==> config.mk <==
export PLATFORM = sky130hd
export DESIGN_NAME = rv_decode_exec_flat
export DESIGN_NICKNAME = d
export VERILOG_FILES = /design/src/rtl/rv_pkg.sv /design/src/rtl/rv_decode_exec_if.sv /design/src/rtl/rv_regfile.sv /design/src/rtl/rv_decode_exec.sv /design/src/flat_wrapper.sv
export SDC_FILE = /design/constraint.sdc
export NUM_CORES = 2
export LEC_CHECK = 0
export BUFFER_PORTS_ARGS = -buffer_cell sky130_fd_sc_hd__buf_4
export CAP_MARGIN = 0
export CORE_ASPECT_RATIO = 2
export CORE_MARGIN = 5
export CORE_UTILIZATION = 30
export CTS_BUF_LIST = sky130_fd_sc_hd__clkbuf_4 sky130_fd_sc_hd__clkbuf_8 sky130_fd_sc_hd__clkbuf_16
export CTS_CLUSTER_SIZE = 10
export DETAILED_ROUTE_END_ITERATION = 10
export SLEW_MARGIN = 20
export SYNTH_ARGS = -nofsm -noshare
export SYNTH_HDL_FRONTEND = slang
export SYNTH_SLANG_ARGS = --single-unit
==> constraint.sdc <==
create_clock -name clock_1hz -period 6.5 [get_ports clock_1hz]
set_input_delay 0.325 -clock clock_1hz [delete_from_list [all_inputs] [get_ports clock_1hz]]
set_output_delay 0.325 -clock clock_1hz [all_outputs]
set_load 0.005 [all_outputs]
==> src/rtl/rv_pkg.sv <==
// Shared encodings, FSM state type and commit control payload for rv_decode_exec.
package rv_pkg;

  localparam int unsigned XLEN_DEFAULT = 64;
  localparam int unsigned ILEN         = 32;
  localparam int unsigned REG_AW       = 5;

  // Major opcodes
  localparam logic [6:0] OP_LUI    = 7'b0110111;
  localparam logic [6:0] OP_AUIPC  = 7'b0010111;
  localparam logic [6:0] OP_IMM    = 7'b0010011;
  localparam logic [6:0] OP_REG    = 7'b0110011;
  localparam logic [6:0] OP_BRANCH = 7'b1100011;
  localparam logic [6:0] OP_JAL    = 7'b1101111;
  localparam logic [6:0] OP_LEDW   = 7'b0000111;

  // funct3 values
  localparam logic [2:0] F3_ADD  = 3'b000;
  localparam logic [2:0] F3_BEQ  = 3'b000;
  localparam logic [2:0] F3_BNE  = 3'b001;
  localparam logic [2:0] F3_LEDW = 3'b000;

  // funct7 values
  localparam logic [6:0] F7_ADD = 7'b0000000;
  localparam logic [6:0] F7_SUB = 7'b0100000;

  typedef enum logic [1:0] {
    ST_IDLE = 2'd0,
    ST_EXEC = 2'd1,
    ST_HALT = 2'd2
  } state_e;

  // Side effects of the latched instruction, applied when EXEC ends
  typedef struct packed {
    logic              wb_en;
    logic [REG_AW-1:0] rd;
    logic              led_en;
    logic              illegal;
  } commit_ctl_t;

endpackage

==> src/rtl/rv_decode_exec_if.sv <==
// Fetch-side handshake: instruction offer in, ready and redirect back to fetch.
interface rv_decode_exec_if #(
  parameter int unsigned PC_W = 32
);

  logic            ir_valid;
  logic [31:0]     ir;
  logic [PC_W-1:0] ir_pc;
  logic            ir_ready;
  logic            redirect_valid;
  logic [PC_W-1:0] redirect_pc;

  modport master (
    output ir_valid, ir, ir_pc,
    input  ir_ready, redirect_valid, redirect_pc
  );

  modport slave (
    input  ir_valid, ir, ir_pc,
    output ir_ready, redirect_valid, redirect_pc
  );

endinterface

==> src/rtl/rv_regfile.sv <==
// 32 x XLEN register file: two async read ports, one write port, x0 reads zero.
module rv_regfile
  import rv_pkg::*;
#(
  parameter int unsigned XLEN = XLEN_DEFAULT
) (
  input  logic              clock_1hz,
  input  logic              reset_n,
  input  logic              i_we,
  input  logic [REG_AW-1:0] i_waddr,
  input  logic [XLEN-1:0]   i_wdata,
  input  logic [REG_AW-1:0] i_raddr1,
  input  logic [REG_AW-1:0] i_raddr2,
  output logic [XLEN-1:0]   o_rdata1,
  output logic [XLEN-1:0]   o_rdata2
);

  localparam int unsigned NREGS = 32;

  logic [XLEN-1:0] r_mem [NREGS];

  // Storage with async clear; writes to x0 are dropped
  always_ff @(posedge clock_1hz or negedge reset_n) begin
    if (!reset_n) begin
      for (int i = 0; i < NREGS; i++) begin
        r_mem[i] <= '0;
      end
    end else if (i_we && (i_waddr != REG_AW'(0))) begin
      r_mem[i_waddr] <= i_wdata;
    end
  end

  assign o_rdata1 = (i_raddr1 == REG_AW'(0)) ? '0 : r_mem[i_raddr1];
  assign o_rdata2 = (i_raddr2 == REG_AW'(0)) ? '0 : r_mem[i_raddr2];

endmodule

==> src/rtl/rv_decode_exec.sv <==
// Decode/execute stage: accepts one instruction in IDLE, commits it at the end of EXEC.
module rv_decode_exec
  import rv_pkg::*;
#(
  parameter int unsigned XLEN = XLEN_DEFAULT,
  parameter int unsigned PC_W = 32
) (
  input  logic             clock_1hz,
  input  logic             reset_n,
  rv_decode_exec_if.slave  bus,
  output logic [7:0]       led_out,
  output logic             trap,
  output logic             retired
);

  state_e            r_state;
  state_e            w_next_state;
  logic              w_accept;
  logic              w_commit;

  logic [6:0]        w_opcode;
  logic [2:0]        w_funct3;
  logic [6:0]        w_funct7;
  logic [REG_AW-1:0] w_rs1;
  logic [REG_AW-1:0] w_rs2;
  logic [XLEN-1:0]   w_rdata1;
  logic [XLEN-1:0]   w_rdata2;

  logic [XLEN-1:0]   w_imm_i;
  logic [XLEN-1:0]   w_imm_u;
  logic [XLEN-1:0]   w_imm_b;
  logic [XLEN-1:0]   w_imm_j;
  logic [XLEN-1:0]   w_pc_byte;
  logic [XLEN-1:0]   w_link;
  logic [PC_W-1:0]   w_br_target;
  logic [PC_W-1:0]   w_jal_target;

  commit_ctl_t       w_ctl;
  logic [XLEN-1:0]   w_wb_data;
  logic [7:0]        w_led_val;
  logic              w_take;
  logic [PC_W-1:0]   w_target;

  commit_ctl_t       r_ctl;
  logic [XLEN-1:0]   r_wb_data;
  logic [7:0]        r_led_val;

  assign w_opcode = bus.ir[6:0];
  assign w_funct3 = bus.ir[14:12];
  assign w_funct7 = bus.ir[31:25];
  assign w_rs1    = bus.ir[19:15];
  assign w_rs2    = bus.ir[24:20];

  // Immediates, sign-extended to XLEN
  assign w_imm_i = XLEN'($signed(bus.ir[31:20]));
  assign w_imm_u = XLEN'($signed({bus.ir[31:12], 12'b0}));
  assign w_imm_b = XLEN'($signed({bus.ir[31], bus.ir[7], bus.ir[30:25], bus.ir[11:8], 1'b0}));
  assign w_imm_j = XLEN'($signed({bus.ir[31], bus.ir[19:12], bus.ir[20], bus.ir[30:21], 1'b0}));

  // ir_pc is a word index; byte addresses are formed by scaling by 4
  assign w_pc_byte    = XLEN'(bus.ir_pc) << 2;
  assign w_link       = (XLEN'(bus.ir_pc) + XLEN'(1)) << 2;
  assign w_br_target  = bus.ir_pc + PC_W'($signed(w_imm_b) >>> 2);
  assign w_jal_target = bus.ir_pc + PC_W'($signed(w_imm_j) >>> 2);

  rv_regfile #(
    .XLEN (XLEN)
  ) u_regfile (
    .clock_1hz (clock_1hz),
    .reset_n   (reset_n),
    .i_we      (w_commit && r_ctl.wb_en),
    .i_waddr   (r_ctl.rd),
    .i_wdata   (r_wb_data),
    .i_raddr1  (w_rs1),
    .i_raddr2  (w_rs2),
    .o_rdata1  (w_rdata1),
    .o_rdata2  (w_rdata2)
  );

  // Decode and evaluate the offered instruction; only used when it is accepted
  always_comb begin
    w_ctl       = '0;
    w_ctl.rd    = bus.ir[11:7];
    w_wb_data   = '0;
    w_led_val   = '0;
    w_take      = 1'b0;
    w_target    = '0;
    if (bus.ir != 32'd0) begin
      case (w_opcode)
        OP_LUI: begin
          w_ctl.wb_en = 1'b1;
          w_wb_data   = w_imm_u;
        end
        OP_AUIPC: begin
          w_ctl.wb_en = 1'b1;
          w_wb_data   = w_pc_byte + w_imm_u;
        end
        OP_IMM: begin
          if (w_funct3 == F3_ADD) begin
            w_ctl.wb_en = 1'b1;
            w_wb_data   = w_rdata1 + w_imm_i;
          end else begin
            w_ctl.illegal = 1'b1;
          end
        end
        OP_REG: begin
          if ((w_funct3 == F3_ADD) && (w_funct7 == F7_ADD)) begin
            w_ctl.wb_en = 1'b1;
            w_wb_data   = w_rdata1 + w_rdata2;
          end else if ((w_funct3 == F3_ADD) && (w_funct7 == F7_SUB)) begin
            w_ctl.wb_en = 1'b1;
            w_wb_data   = w_rdata1 - w_rdata2;
          end else begin
            w_ctl.illegal = 1'b1;
          end
        end
        OP_BRANCH: begin
          w_target = w_br_target;
          if (w_funct3 == F3_BEQ) begin
            w_take = (w_rdata1 == w_rdata2);
          end else if (w_funct3 == F3_BNE) begin
            w_take = (w_rdata1 != w_rdata2);
          end else begin
            w_ctl.illegal = 1'b1;
          end
        end
        OP_JAL: begin
          w_ctl.wb_en = 1'b1;
          w_wb_data   = w_link;
          w_take      = 1'b1;
          w_target    = w_jal_target;
        end
        OP_LEDW: begin
          if (w_funct3 == F3_LEDW) begin
            w_ctl.led_en = 1'b1;
            w_led_val    = w_rdata1[7:0];
          end else begin
            w_ctl.illegal = 1'b1;
          end
        end
        default: begin
          w_ctl.illegal = 1'b1;
        end
      endcase
    end
  end

  // FSM state register
  always_ff @(posedge clock_1hz or negedge reset_n) begin
    if (!reset_n) begin
      r_state <= ST_IDLE;
    end else begin
      r_state <= w_next_state;
    end
  end

  // FSM next state and stage strobes
  always_comb begin
    w_next_state = r_state;
    w_accept     = 1'b0;
    w_commit     = 1'b0;
    case (r_state)
      ST_IDLE: begin
        if (bus.ir_valid && bus.ir_ready) begin
          w_accept     = 1'b1;
          w_next_state = ST_EXEC;
        end
      end
      ST_EXEC: begin
        w_commit     = 1'b1;
        w_next_state = r_ctl.illegal ? ST_HALT : ST_IDLE;
      end
      ST_HALT: begin
        w_next_state = ST_HALT;
      end
      default: begin
        w_next_state = ST_IDLE;
      end
    endcase
  end

  // Latched instruction effects and registered outputs
  always_ff @(posedge clock_1hz or negedge reset_n) begin
    if (!reset_n) begin
      r_ctl              <= '0;
      r_wb_data          <= '0;
      r_led_val          <= '0;
      bus.ir_ready       <= 1'b1;
      bus.redirect_valid <= 1'b0;
      bus.redirect_pc    <= '0;
      led_out            <= '0;
      trap               <= 1'b0;
      retired            <= 1'b0;
    end else begin
      bus.ir_ready       <= (w_next_state == ST_IDLE);
      bus.redirect_valid <= w_accept && w_take;
      if (w_accept && w_take) begin
        bus.redirect_pc <= w_target;
      end
      if (w_accept) begin
        r_ctl     <= w_ctl;
        r_wb_data <= w_wb_data;
        r_led_val <= w_led_val;
      end
      retired <= w_commit && !r_ctl.illegal;
      if (w_commit && r_ctl.led_en) begin
        led_out <= r_led_val;
      end
      if (w_commit && r_ctl.illegal) begin
        trap <= 1'b1;
      end
    end
  end

endmodule

==> src/flat_wrapper.sv <==
// flat-port wrapper written by rule: the top's interface ports become plain ports
module rv_decode_exec_flat import rv_pkg::*;
#(
  parameter int unsigned XLEN = XLEN_DEFAULT,
  parameter int unsigned PC_W = 32
)
  (clock_1hz, reset_n, led_out, trap, retired, bus_ir_valid, bus_ir, bus_ir_pc, bus_ir_ready, bus_redirect_valid, bus_redirect_pc);
  rv_decode_exec_if #(.PC_W(PC_W)) bus_i ();
  input  logic clock_1hz;
  input  logic reset_n;
  output logic [7:0] led_out;
  output logic trap;
  output logic retired;
  input wire logic [$bits(bus_i.ir_valid)-1:0] bus_ir_valid;
  input wire logic [$bits(bus_i.ir)-1:0] bus_ir;
  input wire logic [$bits(bus_i.ir_pc)-1:0] bus_ir_pc;
  output wire logic [$bits(bus_i.ir_ready)-1:0] bus_ir_ready;
  output wire logic [$bits(bus_i.redirect_valid)-1:0] bus_redirect_valid;
  output wire logic [$bits(bus_i.redirect_pc)-1:0] bus_redirect_pc;
  assign bus_i.ir_valid = bus_ir_valid;
  assign bus_i.ir = bus_ir;
  assign bus_i.ir_pc = bus_ir_pc;
  assign bus_ir_ready = bus_i.ir_ready;
  assign bus_redirect_valid = bus_i.redirect_valid;
  assign bus_redirect_pc = bus_i.redirect_pc;
  rv_decode_exec #(.XLEN(XLEN), .PC_W(PC_W)) u_core (.clock_1hz(clock_1hz), .reset_n(reset_n), .bus(bus_i), .led_out(led_out), .trap(trap), .retired(retired));
endmodule
==> After elaboration in Yosys (flattened, before gate mapping) <==
Index checks and enable logic that the tools add are counted.
{ "classes": {"addsub": 7, "order_cmp": 4, "eq_ne": 13, "mux": 44, "n_bitwise": 3, "reduce_logical": 21} }
{ "ops": {"columns": ["op", "count"], "rows": [
  ["bitwise mux 2048 bit", 1],
  ["2-to-1 mux 64 bit", 11],
  ["binary-select mux 64 bit (select 5 bit)", 2],
  ["demux 64 bit (select 5 bit)", 1],
  ["one-hot mux 64 bit (5 select lines)", 1],
  ["adder 64 bit", 2],
  ["adder 32 bit", 2],
  ["== test 64 bit", 1],
  ["inequality test 64 bit", 1],
  ["one-hot mux 32 bit (2 select lines)", 1],
  ["subtractor 64 bit", 1],
  ["adder 35 x 32 -> 36 bit", 1],
  ["adder 32 x 1 -> 33 bit, second input constant", 1],
  ["2-to-1 mux 32 bit", 1],
  ["nonzero test 32 bit", 1],
  ["2-to-1 mux 8 bit", 3],
  ["== test 7 x 6 -> 1 bit, second input constant", 3],
  [">= comparator 6 bit, second input constant", 3],
  ["NOT 5 -> 6 bit", 3],
  ["2-to-1 mux 1 bit", 16],
  ["== test 7 x 5 -> 1 bit, second input constant", 2],
  ["== test 7 bit, second input constant", 2],
  ["logical AND 1 bit", 10],
  ["logical NOT 5 bit", 2],
  ["17 further kinds", 20]
]} }
{ "totals": {"regBits": 2174, "in_bits": 67, "output_inout_bits": 44, "word_cells": 137} }

==> Depth between registers and ports, before layout <==
{ "logic_depth": {"ltp_word": 11, "depth_mapped": 34, "ltp_nobuf": 23} }

==> Cells and area by module <==
A second synthesis with hierarchy kept.
{ "unflattened": {"cells_unflattened": 10041, "hier_area_um2": 128922.4} }
{ "by_module_without_submodules": {"columns": ["mod", "n_inst", "cells_per_inst", "area_each_um2", "seq_area_each_um2"], "rows": [
  ["rv_regfile", 1, 7214, 108531.6, 51249.2],
  ["rv_decode_exec", 1, 2827, 20390.8, 3154.3]
]} }

==> Worst setup path after synthesis <==
OpenSTA, ideal clock, no wires.
{ "synth_path": {"path_kind": "in2reg", "from": "in bus_ir[20]", "to": "reg u_core.r_wb_data[58]", "setup_ps": 126, "arrival_time_ps": 6797, "t_required_ps": 6374, "slack_ps": -423, "cell_stages": 26, "path_buffers": 6, "cell_sequence": "buf_2 -> buf_2 -> buf_2 -> clkbuf_1 -> clkbuf_1 -> buf_1 -> mux4_2 -> mux4_2 -> nand2_1 -> a21oi_1 -> ha_1 -> fa_1 -> nor2b_1 -> o21ai_0 -> nand3_1 -> a221oi_1 -> a21oi_1 -> a2bb2oi_1 -> nand4b_1 -> a31oi_1 -> o211ai_2 -> a21oi_1 -> o41ai_2 -> a41oi_1 -> o221ai_1 -> a221o_1"} }
{ "synth_via": {"elab_chain_len": 10, "word_cells_on_any_way": 16, "cone_classes": "4 x add/sub; 9 x mux; 1 x bitwise; 2 x reduce/logical"} }
{ "synth_rtl": {"columns": ["element", "line_no", "rtl"], "rows": [
  ["from (decl)", "flat_wrapper.sv:15", "input wire logic [$bits(bus_i.ir)-1:0] bus_ir;"],
  ["NOT 5 -> 6 bit (not written as such)", "rv_regfile.sv:34", "assign o_rdata2 = (i_raddr2 == REG_AW'(0)) ? '0 : r_mem[i_raddr2];"],
  ["binary-select mux 64 bit (select 5 bit)", "rv_regfile.sv:34", null],
  ["2-to-1 mux 64 bit (not written as such) (2 in a row)", "rv_regfile.sv:34", null],
  ["2-to-1 mux 64 bit", "rv_regfile.sv:34", null],
  ["subtractor 64 bit", "rv_decode_exec.sv:112", "w_wb_data = w_rdata1 - w_rdata2;"],
  ["2-to-1 mux 64 bit", "rv_decode_exec.sv:110", "end else if ((w_funct3 == F3_ADD) && (w_funct7 == F7_SUB)) begin"],
  ["2-to-1 mux 64 bit", "rv_decode_exec.sv:107", "if ((w_funct3 == F3_ADD) && (w_funct7 == F7_ADD)) begin"],
  ["one-hot mux 64 bit (5 select lines)", "rv_decode_exec.sv:89", "case (w_opcode)"],
  ["2-to-1 mux 64 bit (*)", "rv_decode_exec.sv:88", "if (bus.ir != 32'd0) begin"],
  ["to (signal assigned)", "rv_decode_exec.sv:202", "r_wb_data <= w_wb_data;"],
  ["to (decl)", "rv_decode_exec.sv:45", "logic [XLEN-1:0] r_wb_data;"]
]} }
Every way passes the cells marked *; elsewhere a longest branch is shown, timed or not. The select of a mux whose other input is x is not followed.
A chain may end at the register's enable or synchronous reset.

==> Worst setup path in the final report <==
{ "layout_path": {"from": "reg u_core.u_regfile.r_mem[1024] (netlist name)", "to": "reg u_core.r_wb_data[35]"} }
{ "layout_via": {"elab_chain_len": 9, "word_cells_on_any_way": 16, "cone_classes": "3 x add/sub; 13 x mux"} }
{ "layout_rtl": {"columns": ["element", "line_no", "rtl"], "rows": [
  ["from (decl)", "rv_regfile.sv:20", "logic [XLEN-1:0] r_mem [NREGS];"],
  ["from (signal, indexed assignment)", "rv_regfile.sv:29", "r_mem[i_waddr] <= i_wdata;"],
  ["binary-select mux 64 bit (select 5 bit), on equally long branches", "rv_regfile.sv:33, rv_regfile.sv:34", null],
  ["2-to-1 mux 64 bit, on equally long branches (3 in a row)", "rv_regfile.sv:33, rv_regfile.sv:34", null],
  ["subtractor 64 bit", "rv_decode_exec.sv:112", null],
  ["2-to-1 mux 64 bit", "rv_decode_exec.sv:110", null],
  ["2-to-1 mux 64 bit", "rv_decode_exec.sv:107", null],
  ["one-hot mux 64 bit (5 select lines) (*)", "rv_decode_exec.sv:89", null],
  ["2-to-1 mux 64 bit (*)", "rv_decode_exec.sv:88", null]
]} }
Marks and branches as above.

==> run metrics <==
Max Slew Vio Count=0; dominant synthesized flop cell=dfrtp_1; DRT Pass-1 Iters=6; ANT nets after route=0; reg2reg end=u_core.r_wb_data[35]; fill count=~42000; final setup margin=0.1638 ns; register area=54420 um2; Total Routed Length=about 550000 um; setup TNS=0 ns; root buf cell=clkbuf_16; # setup viols final=0; sequential area share after synthesis=42.21%; most frequent cells in the layout=dfrtp_1, mux2_2, buf_4; layout net count=10870; CP max stage cell=a221oi_1; total clock sinks=roughly 2200; HP Class=input pin to register; H-tree depth=4; area of the multi-input gates=70370 um2; share of cells above drive strength 1=44.83%; failing checks=hold timing; RSZ-0062 raised after global routing=false; crit path launch type=register; syn_area_per_cell=12.84 um2; clk buf depth=4; commonest non-fill, non-tap cell in the layout=dfrtp_1; Max Freq=157.8 MHz; DR vias=96230; synthesized area=~130000 um2; slew margin rel.=between 15 and 20%; crit path DAT=~7.2 ns; post-synthesis register bit count=approximately 2200; Hold Vio Cnt, Final=1; Period minus WS final=6.336 ns; hold path startpoint=bus_ir_pc[5]; Syn Inst Count=10040; ys async rst share=100.0%; 1st-iter DRT viols=slightly above 8000; P per Cell Area=199.2 nW/um2; Tcrit/Tclk final=97.48%; DP HPWL=387100 um; Worst Max-Slew Pin Slew=~1.3 ns; GPL Wtd Cong=~1.0; r2r startpoint=u_core.u_regfile.r_mem[1024]; max cap viols=0; Remaining DRCs=0; Place WS=-0.8171 ns; PortBufs=110; critical path type=register to register; required time worst endpoint=7.35 ns; IO Count=111; maximum VDD drop=0.2413 mV; Post-synth EDFFs=0; CP delay by family, top=compound AO/OA/AOI/OAI gates; LEAKAGE=69.66 nW; Worst path max stage delay=0.59 ns; CP dominant cell by count=buf_4; Tot GR Track Use=between 20% and 30%; core area=428400 um2; gr ovfl total=0; Vias per Instance=roughly 5.9; initial antenna violation count=22; synth warn=0; final worst clock skew=0.09036 ns; post-synthesis cell type count=between 100 and 150; reg2reg setup slack=0.16 ns; Worst Hold Path EP=u_core.bus.redirect_pc[5]; die area=443600 um2; Starting Density=30.08%; total CTS buffers=245; R2R depth=25; Die W=473.5 um; vias in the first global route=101700; critical path capture point type=register; first-pass GRT wire length=~770000 um; Critical path buffers and inverters=7; row count=340; Mapped Nets=10320; status=complete, but fails checks; worst skew pair latency=1.02 ns; Crit Path Max Fanout=4; synthesis-to-layout area growth=16.59%; clk slew on worst S/H paths=around 0.09 ns; Hold Path Depth=5; CTS tree=built; Die Y=936.9 um; pin count of the biggest net entering global routing=164; routed len/inst=33.91 um; Fin Hold WS=-0.02131 ns
cell usage after synthesis, drive strengths merged (24+ instances only):
cell | n | area share, %
a31oi | 44 | 0.23
o211ai | 30 | 0.18
a211oi | 25 | 0.15
o221ai | 51 | 0.35
inv | 159 | 0.46
nand2 | 503 | 1.5
or3 | 24 | 0.12
o21bai | 54 | 0.31
nor3 | 116 | 0.46
xor2 | 64 | 0.43
nor2b | 40 | 0.19
and2 | 24 | 0.12
mux4 | 948 | 17
nand4 | 57 | 0.32
a221oi | 32 | 0.23
xnor2 | 121 | 0.82
dfrtp | 2173 | 42
o21ai | 277 | 1.1
nand2b | 35 | 0.17
o22ai | 41 | 0.20
o22a | 32 | 0.22
a21o | 82 | 0.48
mux2i | 370 | 2.9
a22oi | 152 | 0.90
buf | 207 | 0.94
mux2 | 2090 | 18
and3 | 49 | 0.24
nor2 | 331 | 0.98
nand3 | 109 | 0.43
ha | 208 | 2.0
nor4 | 39 | 0.22
o31ai | 38 | 0.24
a22o | 31 | 0.21
clkbuf | 768 | 2.2
a21oi | 432 | 1.7
o21a | 29 | 0.17
cell families after synthesis:
kind of cell | after synthesis | share of synthesized area (%)
DFF | 2174 | 42.21
buffers and inverters | 1139 | 3.655
xor gates and xnor gates | 185 | 1.257
adders and majority gates | 215 | 2.114
and+or+nand+nor | 1413 | 5.253
muxes | 3408 | 37.70
AOI/OAI and AO/OA | 1506 | 7.804
per-stage QoR:
step | total power, mW | std cells | util (%) | instance area [um2] | hold slack (ns)
global placement | 17.61 | 15960 | 33.43 | 143200 | 0.2062
global route | 30.74 | 16260 | 35.06 | 150200 | 0.02096
floorplan | 15.65 | 10040 | - | 128900 | 0.02941
finish | 29.92 | 16280 | 35.07 | 150200 | -0.02131
CTS | 30.05 | 16250 | 34.99 | 149900 | 0.002590
detailed placement | 17.60 | 15960 | 33.43 | 143200 | 0.2005
flip-flops by register name, indices dropped and copies added, names as in the netlist, 2 cells and up:
| signal | flops |
|---|---|
| u_core.r_led_val | 8 |
| u_core.u_regfile.r_mem | 2048 |
| u_core.led_out | 8 |
| u_core.r_wb_data | 64 |
| u_core.bus.redirect_pc | 32 |
| u_core.r_ctl | 8 |
| u_core.r_state | 2 |
power by group:
group	switching, mW	internal (mW)
combinational	2.44	1.33
sequential	0.0870	13.6
clock	5.74	6.73
worst max path at each step:
| stage | startpoint | end | depth (start not counted) |
|---|---|---|---|
| floorplan | bus_ir[16] | u_core.r_wb_data[58] | 29 |
| global placement | bus_ir[15] | u_core.r_wb_data[56] | 29 |
| detailed placement | bus_ir[15] | u_core.r_wb_data[57] | 28 |
| CTS | u_core.u_regfile.r_mem[1024] | u_core.r_wb_data[32] | 29 |
| global route | u_core.u_regfile.r_mem[1024] | u_core.r_wb_data[46] | 27 |
| finish | u_core.u_regfile.r_mem[1024] | u_core.r_wb_data[35] | 25 |
cell type report:
cell class / instances / area share [%]
diodes: 24 / 0.03997
clock buffers: 260 / 4.191
clock inverters: 8 / 0.07994
inverters: 164 / 0.4180
multi-input cells: 6727 / 46.84
flip-flops and latches: 2174 / 36.22
well taps: 5643 / 4.699
repair buffers: 1281 / 7.517
worst register-to-register path, delay by kind of cell, from the launching register on:
kind                       cells  cell delay, ns
adders and majority gates      1            0.19
and+or+nand+nor                3            0.48
muxes                          2            0.95
buffers and inverters          7            1.10
xor gates and xnor gates       1            0.16
DFF                            1            0.39
AOI/OAI and AO/OA             11            2.89
what timing repair did:
item,CTS,global route
hold endpoints to repair,808,0
pin swaps,0,16
setup endpoints to repair,29,35
hold buffers,21,0
buffers inserted,0,2
gates resized for setup,6,43
layer usage:
layer  vias to the layer above  global-route usage, %  part of all wire [%]
li1                      39070                      -                     -
met1                     50790                  23.47                    31
met2                      4268                  43.27                    51
met3                      2099                  3.894                   5.3
met4                         8                  24.31                    12
met5                         -                      0                0.0089
Power figures use the tool's default switching activity.
